### src/rtl/mult_div_unit.sv
// mult_div_unit: iterative multiply/divide unit with architectural HI/LO.
// Signed operands are reduced to magnitudes, iterated one bit per cycle
// (shift-add for multiply, restoring division for divide), and the sign is
// restored in a final FIX cycle that also writes HI/LO.
module mult_div_unit #(
  parameter int DATA_WIDTH = 32,
  parameter int CNT_WIDTH  = 6
) (
  input  logic                  clk,
  input  logic                  reset,
  input  logic                  start,
  input  logic [2:0]            md_op,
  input  logic [DATA_WIDTH-1:0] data_a,
  input  logic [DATA_WIDTH-1:0] data_b,
  output logic [DATA_WIDTH-1:0] hi,
  output logic [DATA_WIDTH-1:0] lo,
  output logic                  busy,
  output logic                  done
);

  localparam int W = DATA_WIDTH;
  localparam logic [CNT_WIDTH-1:0] CNT_LAST = CNT_WIDTH'(DATA_WIDTH - 1);
  localparam logic [CNT_WIDTH-1:0] CNT_ONE  = CNT_WIDTH'(1);

  typedef enum logic [1:0] {
    ST_IDLE = 2'd0,
    ST_CALC = 2'd1,
    ST_FIX  = 2'd2
  } state_t;

  state_t               state_q;
  logic [CNT_WIDTH-1:0] cnt_q;
  logic [2*W-1:0]       p_q;        // mult: {partial, multiplier}; div: {remainder, dividend/quotient}
  logic [W-1:0]         a_raw_q;    // dividend as captured, reported on divide by zero
  logic [W-1:0]         a_mag_q;    // multiplicand magnitude
  logic [W-1:0]         b_mag_q;    // divisor magnitude
  logic                 is_div_q;
  logic                 neg_a_q;
  logic                 neg_b_q;
  logic [W-1:0]         hi_q;
  logic [W-1:0]         lo_q;
  logic                 busy_q;
  logic                 done_q;

  logic                 a_neg_s;
  logic                 b_neg_s;
  logic [W-1:0]         a_mag_s;
  logic [W-1:0]         b_mag_s;
  logic [W:0]           mul_sum_s;
  logic [W:0]           div_shift_s;
  logic [W:0]           div_diff_s;
  logic [2*W-1:0]       p_step_s;
  logic [2*W-1:0]       prod_fix_s;
  logic [W-1:0]         fix_hi_s;
  logic [W-1:0]         fix_lo_s;

  assign hi   = hi_q;
  assign lo   = lo_q;
  assign busy = busy_q;
  assign done = done_q;

  // Operand magnitudes, one iteration step, and the sign-corrected result.
  always_comb begin
    a_neg_s     = ~md_op[0] & data_a[W-1];
    b_neg_s     = ~md_op[0] & data_b[W-1];
    a_mag_s     = a_neg_s ? (-data_a) : data_a;
    b_mag_s     = b_neg_s ? (-data_b) : data_b;

    mul_sum_s   = {1'b0, p_q[2*W-1:W]} + (p_q[0] ? {1'b0, a_mag_q} : {(W+1){1'b0}});
    div_shift_s = {p_q[2*W-1:W], p_q[W-1]};
    div_diff_s  = div_shift_s - {1'b0, b_mag_q};

    if (is_div_q) begin
      // Remainder stays below the divisor, so a clear top bit means "fits".
      if (!div_diff_s[W]) begin
        p_step_s = {div_diff_s[W-1:0], p_q[W-2:0], 1'b1};
      end else begin
        p_step_s = {div_shift_s[W-1:0], p_q[W-2:0], 1'b0};
      end
    end else begin
      p_step_s = {mul_sum_s, p_q[W-1:1]};
    end

    prod_fix_s = (neg_a_q ^ neg_b_q) ? (-p_q) : p_q;

    if (!is_div_q) begin
      fix_hi_s = prod_fix_s[2*W-1:W];
      fix_lo_s = prod_fix_s[W-1:0];
    end else if (b_mag_q == {W{1'b0}}) begin
      fix_hi_s = a_raw_q;
      fix_lo_s = {W{1'b1}};
    end else begin
      // Quotient truncates toward zero; remainder follows the dividend sign.
      fix_hi_s = neg_a_q ? (-p_q[2*W-1:W]) : p_q[2*W-1:W];
      fix_lo_s = (neg_a_q ^ neg_b_q) ? (-p_q[W-1:0]) : p_q[W-1:0];
    end
  end

  // Control FSM, operand capture, iteration state and HI/LO architectural registers.
  always_ff @(posedge clk) begin
    if (reset) begin
      state_q  <= ST_IDLE;
      cnt_q    <= {CNT_WIDTH{1'b0}};
      p_q      <= {(2*W){1'b0}};
      a_raw_q  <= {W{1'b0}};
      a_mag_q  <= {W{1'b0}};
      b_mag_q  <= {W{1'b0}};
      is_div_q <= 1'b0;
      neg_a_q  <= 1'b0;
      neg_b_q  <= 1'b0;
      hi_q     <= {W{1'b0}};
      lo_q     <= {W{1'b0}};
      busy_q   <= 1'b0;
      done_q   <= 1'b0;
    end else begin
      case (state_q)
        ST_IDLE: begin
          done_q <= 1'b0;
          if (start && !md_op[2]) begin
            state_q  <= ST_CALC;
            busy_q   <= 1'b1;
            cnt_q    <= {CNT_WIDTH{1'b0}};
            a_raw_q  <= data_a;
            a_mag_q  <= a_mag_s;
            b_mag_q  <= b_mag_s;
            is_div_q <= md_op[1];
            neg_a_q  <= a_neg_s;
            neg_b_q  <= b_neg_s;
            p_q      <= md_op[1] ? {{W{1'b0}}, a_mag_s} : {{W{1'b0}}, b_mag_s};
          end else if (start && (md_op == 3'b100)) begin
            hi_q <= data_a;
          end else if (start && (md_op == 3'b101)) begin
            lo_q <= data_a;
          end else begin
            state_q <= ST_IDLE;
          end
        end
        ST_CALC: begin
          p_q   <= p_step_s;
          cnt_q <= cnt_q + CNT_ONE;
          if (cnt_q == CNT_LAST) begin
            state_q <= ST_FIX;
          end else begin
            state_q <= ST_CALC;
          end
        end
        ST_FIX: begin
          hi_q    <= fix_hi_s;
          lo_q    <= fix_lo_s;
          done_q  <= 1'b1;
          busy_q  <= 1'b0;
          state_q <= ST_IDLE;
        end
        default: begin
          state_q <= ST_IDLE;
          busy_q  <= 1'b0;
          done_q  <= 1'b0;
        end
      endcase
    end
  end

endmodule

### config.mk
export PLATFORM = sky130hd
export DESIGN_NAME = mult_div_unit
export DESIGN_NICKNAME = d
export VERILOG_FILES = /design/src/rtl/mult_div_unit.sv
export SDC_FILE = /design/constraint.sdc
export NUM_CORES = 1
export LEC_CHECK = 0
export ABC_AREA = 1
export CAP_MARGIN = 30
export CORE_ASPECT_RATIO = 1.1
export CORE_MARGIN = 4
export CORE_UTILIZATION = 49
export DETAILED_ROUTE_END_ITERATION = 16
export GPL_TIMING_DRIVEN = 0
export PLACE_DENSITY = 0.66
export SETUP_SLACK_MARGIN = 0.5
export SYNTH_ARGS = -nofsm -noshare
export SYNTH_HDL_FRONTEND = slang
export SYNTH_SLANG_ARGS = --single-unit
### constraint.sdc
create_clock -name clk -period 2.95 [get_ports clk]
set_input_delay 0.7375 -clock clk [delete_from_list [all_inputs] [get_ports clk]]
set_output_delay 0.7375 -clock clk [all_outputs]
set_load 0.05 [all_outputs]
==> metrics.yaml, run 1 <==
timing:
  fin_ws_ns: 0.367
  timing.final.crit_share_pct: 87.6
  rsz0062_at_grt: "true"
  slew_violations: 0
  clock_skew_ns: 0.0503
  hold_viol_final: 0
  setup_tns_ns: 0
  slew_headroom_pct: 37.7
  setup_violations: 0
  max_clock_freq_mhz: 387
  tightest_slew_ns: 0.934
  post-route-min-period_ns: 2.58
floorplan:
  io_pins: 136
  core_area_mm2: 0.0415
  dieHeight_um: 224
  die_w_um: 204
  num_rows: 78
  dieArea_mm2: 0.0456
  start_util_pct: 49.9
synthesis:
  synth-simple-area-share_pct: 36.1
  synth-adder-area-share_pct: 4.37
  synthTopCellsByArea: "dfxtp_1, nand2_1, inv_1"
  syn_area_mm2: 0.0207
  synthXorXnorAreaFrac_pct: 4.02
  ys_types: 57
  synth_top_family_by_area: "simple AND/OR/NAND/NOR gates"
  netlist_instances: 3610
  yosysWarnings: 0
  synth.yosys.seq_area_share_pct: 22.8
  yosysTopAreaCellShare_pct: 22.8
  synth_compound_area_share_pct: 20.1
  synth_area_leader_cell: "dfxtp_1"
  synth_mux_area_share_pct: 0
  yosys_register_bits: 236
  syn_area_per_cell_um2: 5.73
  syn-num-nets: 3751
finish:
  final_cell_mix: "nand2_1, inv_1, nor2_1"
  drive_gt1_share_pct: 17.7
  final_common_cell: "nand2_1"
  fin_area_mm2: 0.0267
  syn_to_final_growth_pct: 29.0
  nNetsFinal: 4013
  finish.utilization_pct: 64.3
routing:
  vias: 27000
  wl_per_cell_um: 23.8
  wl_mm: 106
  ant_nets: 0
  drcViolationCount: 0
  drt_iter0_markers: 3695
  viasPerCell: 6.07
  drt_pass1_iterations: 9
placement:
  gp_congestion: 1.11
  post-dp-hpwl_mm: 83.7
  placed_area_mm2: 0.0227
  post-place-ws_ns: -0.683
  portBuffers: 134
critical_path:
  worstPathRequired_ns: 3.36
  critical_path_class: "reg -> reg"
  worst_setup_path_end_kind: "flop"
  cp_max_fo: 5
  startpoint_type: "flop"
  crit_arrival_ns: 2.99
clocking:
  htree_levels: 1
  cts_tree: "yes"
  clk_latency_ns: 0.59
  cts_sinks: 236
  cts_hold_buf: 0
  path_clk_slew_ns: 0.06
  cts_buffers: 27
  clk_path_buf_depth: 3
  root_buffer: "clkbuf_16"
global_route:
  grt_usage_pct: 43.6
  overflow: 0
  antenna_found_initial: 5
  grt_pass1_vias: 25200
  grt_pass1_wl_mm: 152
  grt_max_degree: 15
pwr:
  swShare_pct: 40.5
  seqPwrFrac_pct: 31.2
  p_switching_mw: 4.68
  intPower_mw: 6.88
  power.density_mw_per_mm2: 433
  vdd_drop_max_mv: 0.469
  p_comb_share_pct: 37.8
  clockPowerShare_pct: 31.0
  leakagePower_nw: 12.8
min_path:
  hold_class: "reg -> reg"
flow_run:
  cap_violations: 0
status:
  status: "completed"
-- per-layer routing --
layer  vias to the layer above  wire (um)  global-route usage (%)
met5                         -         55                       0
met4                         4      11700                    36.1
met3                       573      12800                    10.6
met2                      1856      44200                    66.6
met1                     12300      37300                    51.7
li1                      12200          -                       -
-- flip-flops by register name, summed over array words and instances, names as in the netlist --
signal	flops
p_q	64
a_raw_q	32
b_mag_q	32
hi	32
lo	32
a_mag_q	31
cnt_q	6
state_q	2
busy	1
done	1
is_div_q	1
neg_a_q	1
neg_b_q	1
-- cell type report --
class	count	area, um2
multi-input cells	2705	15400
inverters	512	1960
repair buffers	233	2110
diodes	2	5.00
clock inverters	13	191
clock buffers	34	742
well taps	560	701
fillers	3938	14800
flip-flops and latches	236	4810
plain buffers	157	795
-- final timing paths --
path	slack, ns	to	cells past startpoint	startpoint
worst max-delay path	0.37	p_q[59]	19	p_q[0]
worst min-delay path	0.50	neg_b_q	2	neg_b_q
worst max register to register	0.37	p_q[59]	19	p_q[0]
worst min register to register	0.50	neg_b_q	2	neg_b_q
-- critical path, stage by stage (launching register included) --
cell and delay [ns]:
dfxtp_2 0.32, buf_6 0.13, buf_12 0.13, buf_8 0.12
nand2_1 0.09, inv_2 0.06, ha_4 0.32, nand2_4 0.09
nor2_4 0.13, inv_1 0.06, nor2_2 0.12, nand2_1 0.08
nand3_2 0.11, nand2_2 0.08, nand3_1 0.08, nand2_1 0.08
nor2_4 0.19, nor2_1 0.06, nand2_1 0.11, a21oi_2 0.05
-- kinds of logic (layout without fill, tap and decap cells) --
logic type	count (synthesis)	in the layout
xor+xnor	95	95
compound gates	761	761
buf+inv	669	949
simple gates	1778	1778
fa+ha+maj	71	71
flops	236	236
other cells	0	2
-- synthesized netlist by cell type (all sizes together) --
| master | number |
|---|---|
| and2 | 6 |
| or2 | 11 |
| clkbuf | 118 |
| buf | 39 |
| a31oi | 18 |
| a311oi | 1 |
| o21ai | 345 |
| o311a | 1 |
| a221oi | 2 |
| a21o | 3 |
| nand3b | 17 |
| nor2 | 430 |
| a21boi | 4 |
| fa | 2 |
| nand3 | 327 |
| o21a | 3 |
| o21bai | 12 |
| inv | 509 |
| nor4 | 3 |
| nor3 | 23 |
| a21oi | 297 |
| a22oi | 16 |
| dfxtp | 236 |
| xnor2 | 11 |
| clkinv | 3 |
| o31ai | 4 |
| xor2 | 84 |
| nand2 | 916 |
| a32o | 1 |
| nand4 | 43 |
| o211ai | 53 |
| o22ai | 1 |
| nor3b | 1 |
| nand2b | 1 |
| ha | 69 |
-- power groups by stage --
stage          Combinational (mW)  Clock, mW  Sequential [mW]
6_report                     4.37       3.58             3.60
5_1_grt                      4.64       3.69             3.60
4_1_cts                      3.88       3.54             3.59
3_5_place_dp                 3.68          0             3.66
3_3_place_gp                 3.65          0             3.65
2_1_floorplan                2.31          0             3.65
-- through the flow --
step                cells  total power, mW  hold WS [ns]
floorplan            3610             5.96         0.430
global placement     4304             7.30         0.455
detailed placement   4305             7.33         0.467
CTS                  4402             11.0         0.478
global route         4451             11.9         0.518
finish               4452             11.6         0.496
-- what timing repair did --
| item | CTS | global route |
|---|---|---|
| setup buffers | 49 | 46 |
| pin swaps | 63 | 85 |
| gates cloned | 1 | 2 |
| endpoints found under the setup margin | 259 | 151 |
| gates resized for setup | 396 | 304 |
Power figures use the tool's default switching activity.
==> inputs of run 2 (changes only) <==
--- a/config.mk
+++ b/config.mk
@@ -10,9 +10,11 @@
 export CORE_ASPECT_RATIO = 1.1
 export CORE_MARGIN = 4
 export CORE_UTILIZATION = 49
+export CTS_CLUSTER_DIAMETER = 200
 export DETAILED_ROUTE_END_ITERATION = 16
 export GPL_TIMING_DRIVEN = 0
 export PLACE_DENSITY = 0.66
+export REMOVE_ABC_BUFFERS = 1
 export SETUP_SLACK_MARGIN = 0.5
 export SYNTH_ARGS = -nofsm -noshare
 export SYNTH_HDL_FRONTEND = slang
==> constraint.sdc (replaced) <==
create_clock -name clk -period 2.4 [get_ports clk]
set_input_delay 0.6 -clock clk [delete_from_list [all_inputs] [get_ports clk]]
set_output_delay 0.6 -clock clk [all_outputs]
set_load 0.05 [all_outputs]
==> run 2 against run 1 <==
Net effect:
- the run now ends with setup timing left
- routed wire length decreased by 3.6%
- total power up 32%
- sequential power up 23%
- count of clock-buffer cells in the layout is 2 higher
- via count shrank 1.0%
- register-to-register slack got worse by 0.67 ns
- core utilization up 2.0 points
- critical endpoint is now p_q[32]
==> metrics.yaml, run 2 (synthesized netlist as in run 1, its figures left out) <==
status:
  status: "finished, violations left"  # was completed
  violations: "setup timing"
placement:
  place_inst: 4172  # was 4305
  portBuffers: 135  # was 134
  post-dp-hpwl_mm: 71.3  # was 83.7 mm
  placed_area_mm2: 0.0226  # was 0.0227 mm2
  gp_congestion: 1.05  # was 1.11
clocking:
  cts_sinks: 236  # unchanged
  htree_levels: 1  # unchanged
  cts_tree: "yes"  # unchanged
  cts_buffers: 29  # was 27
  clk_latency_ns: 0.62  # was 0.59 ns
  path_clk_slew_ns: 0.06  # about the same
  clk_path_buf_depth: 3  # unchanged
  root_buffer: "clkbuf_16"  # unchanged
routing:
  ant_nets: 0  # unchanged
  m1WireLength_mm: 40.2  # was 37.3 mm
  drt_iter0_markers: 3698  # was 3695
  wl_met2_mm: 40.1  # was 44.2 mm
  wl_per_cell_um: 23.3  # was 23.8 um
  vias: 26700  # was 27000
  drcViolationCount: 0  # unchanged
  wl_mm: 102  # was 106 mm
  viasPerCell: 6.10  # was 6.07
  dr_wl_met3_mm: 14.1  # was 12.8 mm
  topRoutingLayerUsed: "met4"  # was met5
  drt_pass1_iterations: 6  # was 9
global_route:
  antenna_found_initial: 0  # was 5
  grt_pass1_wl_mm: 147  # was 152 mm
  grt_usage_pct: 41.9  # was 43.6%
  grt_pass1_vias: 24100  # was 25200
  grt_max_degree: 104  # was 15
  overflow: 0  # unchanged
critical_path:
  crit_top_cell: "nand2_2"  # was nand2_1
  crit_arrival_ns: 3.23  # was 2.99 ns
  worstPathRequired_ns: 2.93  # was 3.36 ns
  startpoint_type: "flop"  # unchanged
  max_stage_delay_ns: 0.38  # was 0.32 ns
  r2r_cells: 17  # was 19
  worst_setup_path_end_kind: "flop"  # unchanged
  cp_max_fo: 4  # was 5
  slowest_stage: "dfxtp_4"  # was dfxtp_2
  critical_path_class: "reg -> reg"  # unchanged
  crit_chain: "clkinvlp_4 > ha_4 > fa_2 > inv_2 > nand2_4 > nand2_2 > nand3_2 > nand2_2 > nand2_2 > nand2_4 > nand2_8 > nand3_4 > buf_6 > nand3_1 > nand2_1 > o21ai_2 > a21oi_2"  # was buf_6 > buf_12 > buf_8 > nand2_1 > inv_2 > ha_4 > nand2_4 > nor2_4 > inv_1 > nor2_2 > nand2_1 > nand3_2 > nand2_2 > nand3_1 > nand2_1 > nor2_4 > nor2_1 > nand2_1 > a21oi_2
finish:
  final_common_cell: "nand2_1"  # unchanged
  syn_to_final_growth_pct: 33.0  # was 29.0%
  drive_gt1_share_pct: 21.4  # was 17.7%
  largest-register: "p_q"  # unchanged
  finish.utilization_pct: 66.3  # was 64.3%
  final_cell_mix: "nand2_1, inv_1, nor2_1"  # unchanged
  fin_area_mm2: 0.0275  # was 0.0267 mm2
  largest_reg_flops: 64  # unchanged
  diodes: 0  # was 2
  instances_no_fill: 4386  # was 4452
  nNetsFinal: 3944  # was 4013
timing:
  hold_viol_final: 0  # unchanged
  tightest_slew_ns: 0.880  # was 0.934 ns
  rsz0062_at_grt: "true"  # unchanged
  slew_headroom_pct: 41.2  # was 37.7%
  setup_violations: 33  # was 0
  slew_violations: 0  # unchanged
  setup_tns_ns: -8.01  # was 0 ns
  fin_ws_ns: -0.299  # was 0.367 ns
  post-route-min-period_ns: 2.70  # was 2.58 ns
  timing.final.crit_share_pct: 112  # was 87.6%
  clock_skew_ns: 0.0237  # was 0.0503 ns
  max_clock_freq_mhz: 370  # was 387 MHz
min_path:
  hold_class: "in -> reg"  # was reg -> reg
  holdPathStages: 3  # was 2
pwr:
  vdd_drop_max_mv: 0.606  # was 0.469 mV
  leakagePower_nw: 13.0  # was 12.8 nW
  power.density_mw_per_mm2: 554  # was 433 mW/mm2
  power_mw: 15.2  # was 11.6 mW
floorplan:
  dieHeight_um: 224  # unchanged
  start_util_pct: 49.9  # unchanged
  io_pins: 136  # unchanged
  core_area_mm2: 0.0415  # unchanged
  num_rows: 78  # unchanged
  die_w_um: 204  # unchanged
  dieArea_mm2: 0.0456  # unchanged
flow_run:
  cap_violations: 0  # unchanged
[run 2: final cells by class]
cell class | count | area [um2]
clock buffers | 36 | 812
clock inverters | 18 | 275
fillers | 3690 | 14000
inverters | 512 | 2080
multi-input cells | 2713 | 15500
flip-flops and latches | 236 | 4810
well taps | 560 | 701
repair buffers | 308 | 3270
repair inverters | 3 | 23.8
[run 2: final timing paths]
path | endpoint | startpoint | slack, ns
worst max-delay path | p_q[32] | p_q[31] | -0.30
worst min-delay path | b_mag_q[0] | data_b[0] | 0.45
worst max register to register | p_q[32] | p_q[31] | -0.30
worst min register to register | state_q[1] | cnt_q[5] | 0.48
[run 2: critical path, delay by kind of cell, from the launching register on]
family                     cells  cell delay, ns
and+or+nand+nor               10            0.99
adders and majority gates      2            0.58
buffers and inverters          3            0.44
DFF                            1            0.38
AOI/OAI and AO/OA              2            0.22
[run 2: where the power goes]
part	internal [mW]	switching (mW)	total, mW
Combinational	1.85	3.83	5.68
Sequential	4.15	0.270	4.42
Clock	3.07	2.07	5.14
Total	9.06	6.18	15.2
[run 2: metrics by stage]
step,hold WS [ns],setup slack (ns)
global placement,0.454,-7.60
global route,0.500,-0.375
detailed placement,0.464,-1.92
finish,0.451,-0.299
floorplan,0.432,-3.08
CTS,0.435,-0.215
[run 2: routing by layer]
layer / track usage (%) / vias to the layer above
met3: 10.6 / 399
li1: - / 12100
met4: 24.9 / 0
met5: 0 / -
met2: 57.7 / 1896
met1: 58.4 / 12300
[run 2: repair_timing]
action	4_1_cts	5_1_grt
buffers inserted	117	20
pin swaps	121	81
gates cloned	20	3
setup endpoints to repair	296	225
resized for setup	640	342
hold buffers	0	0
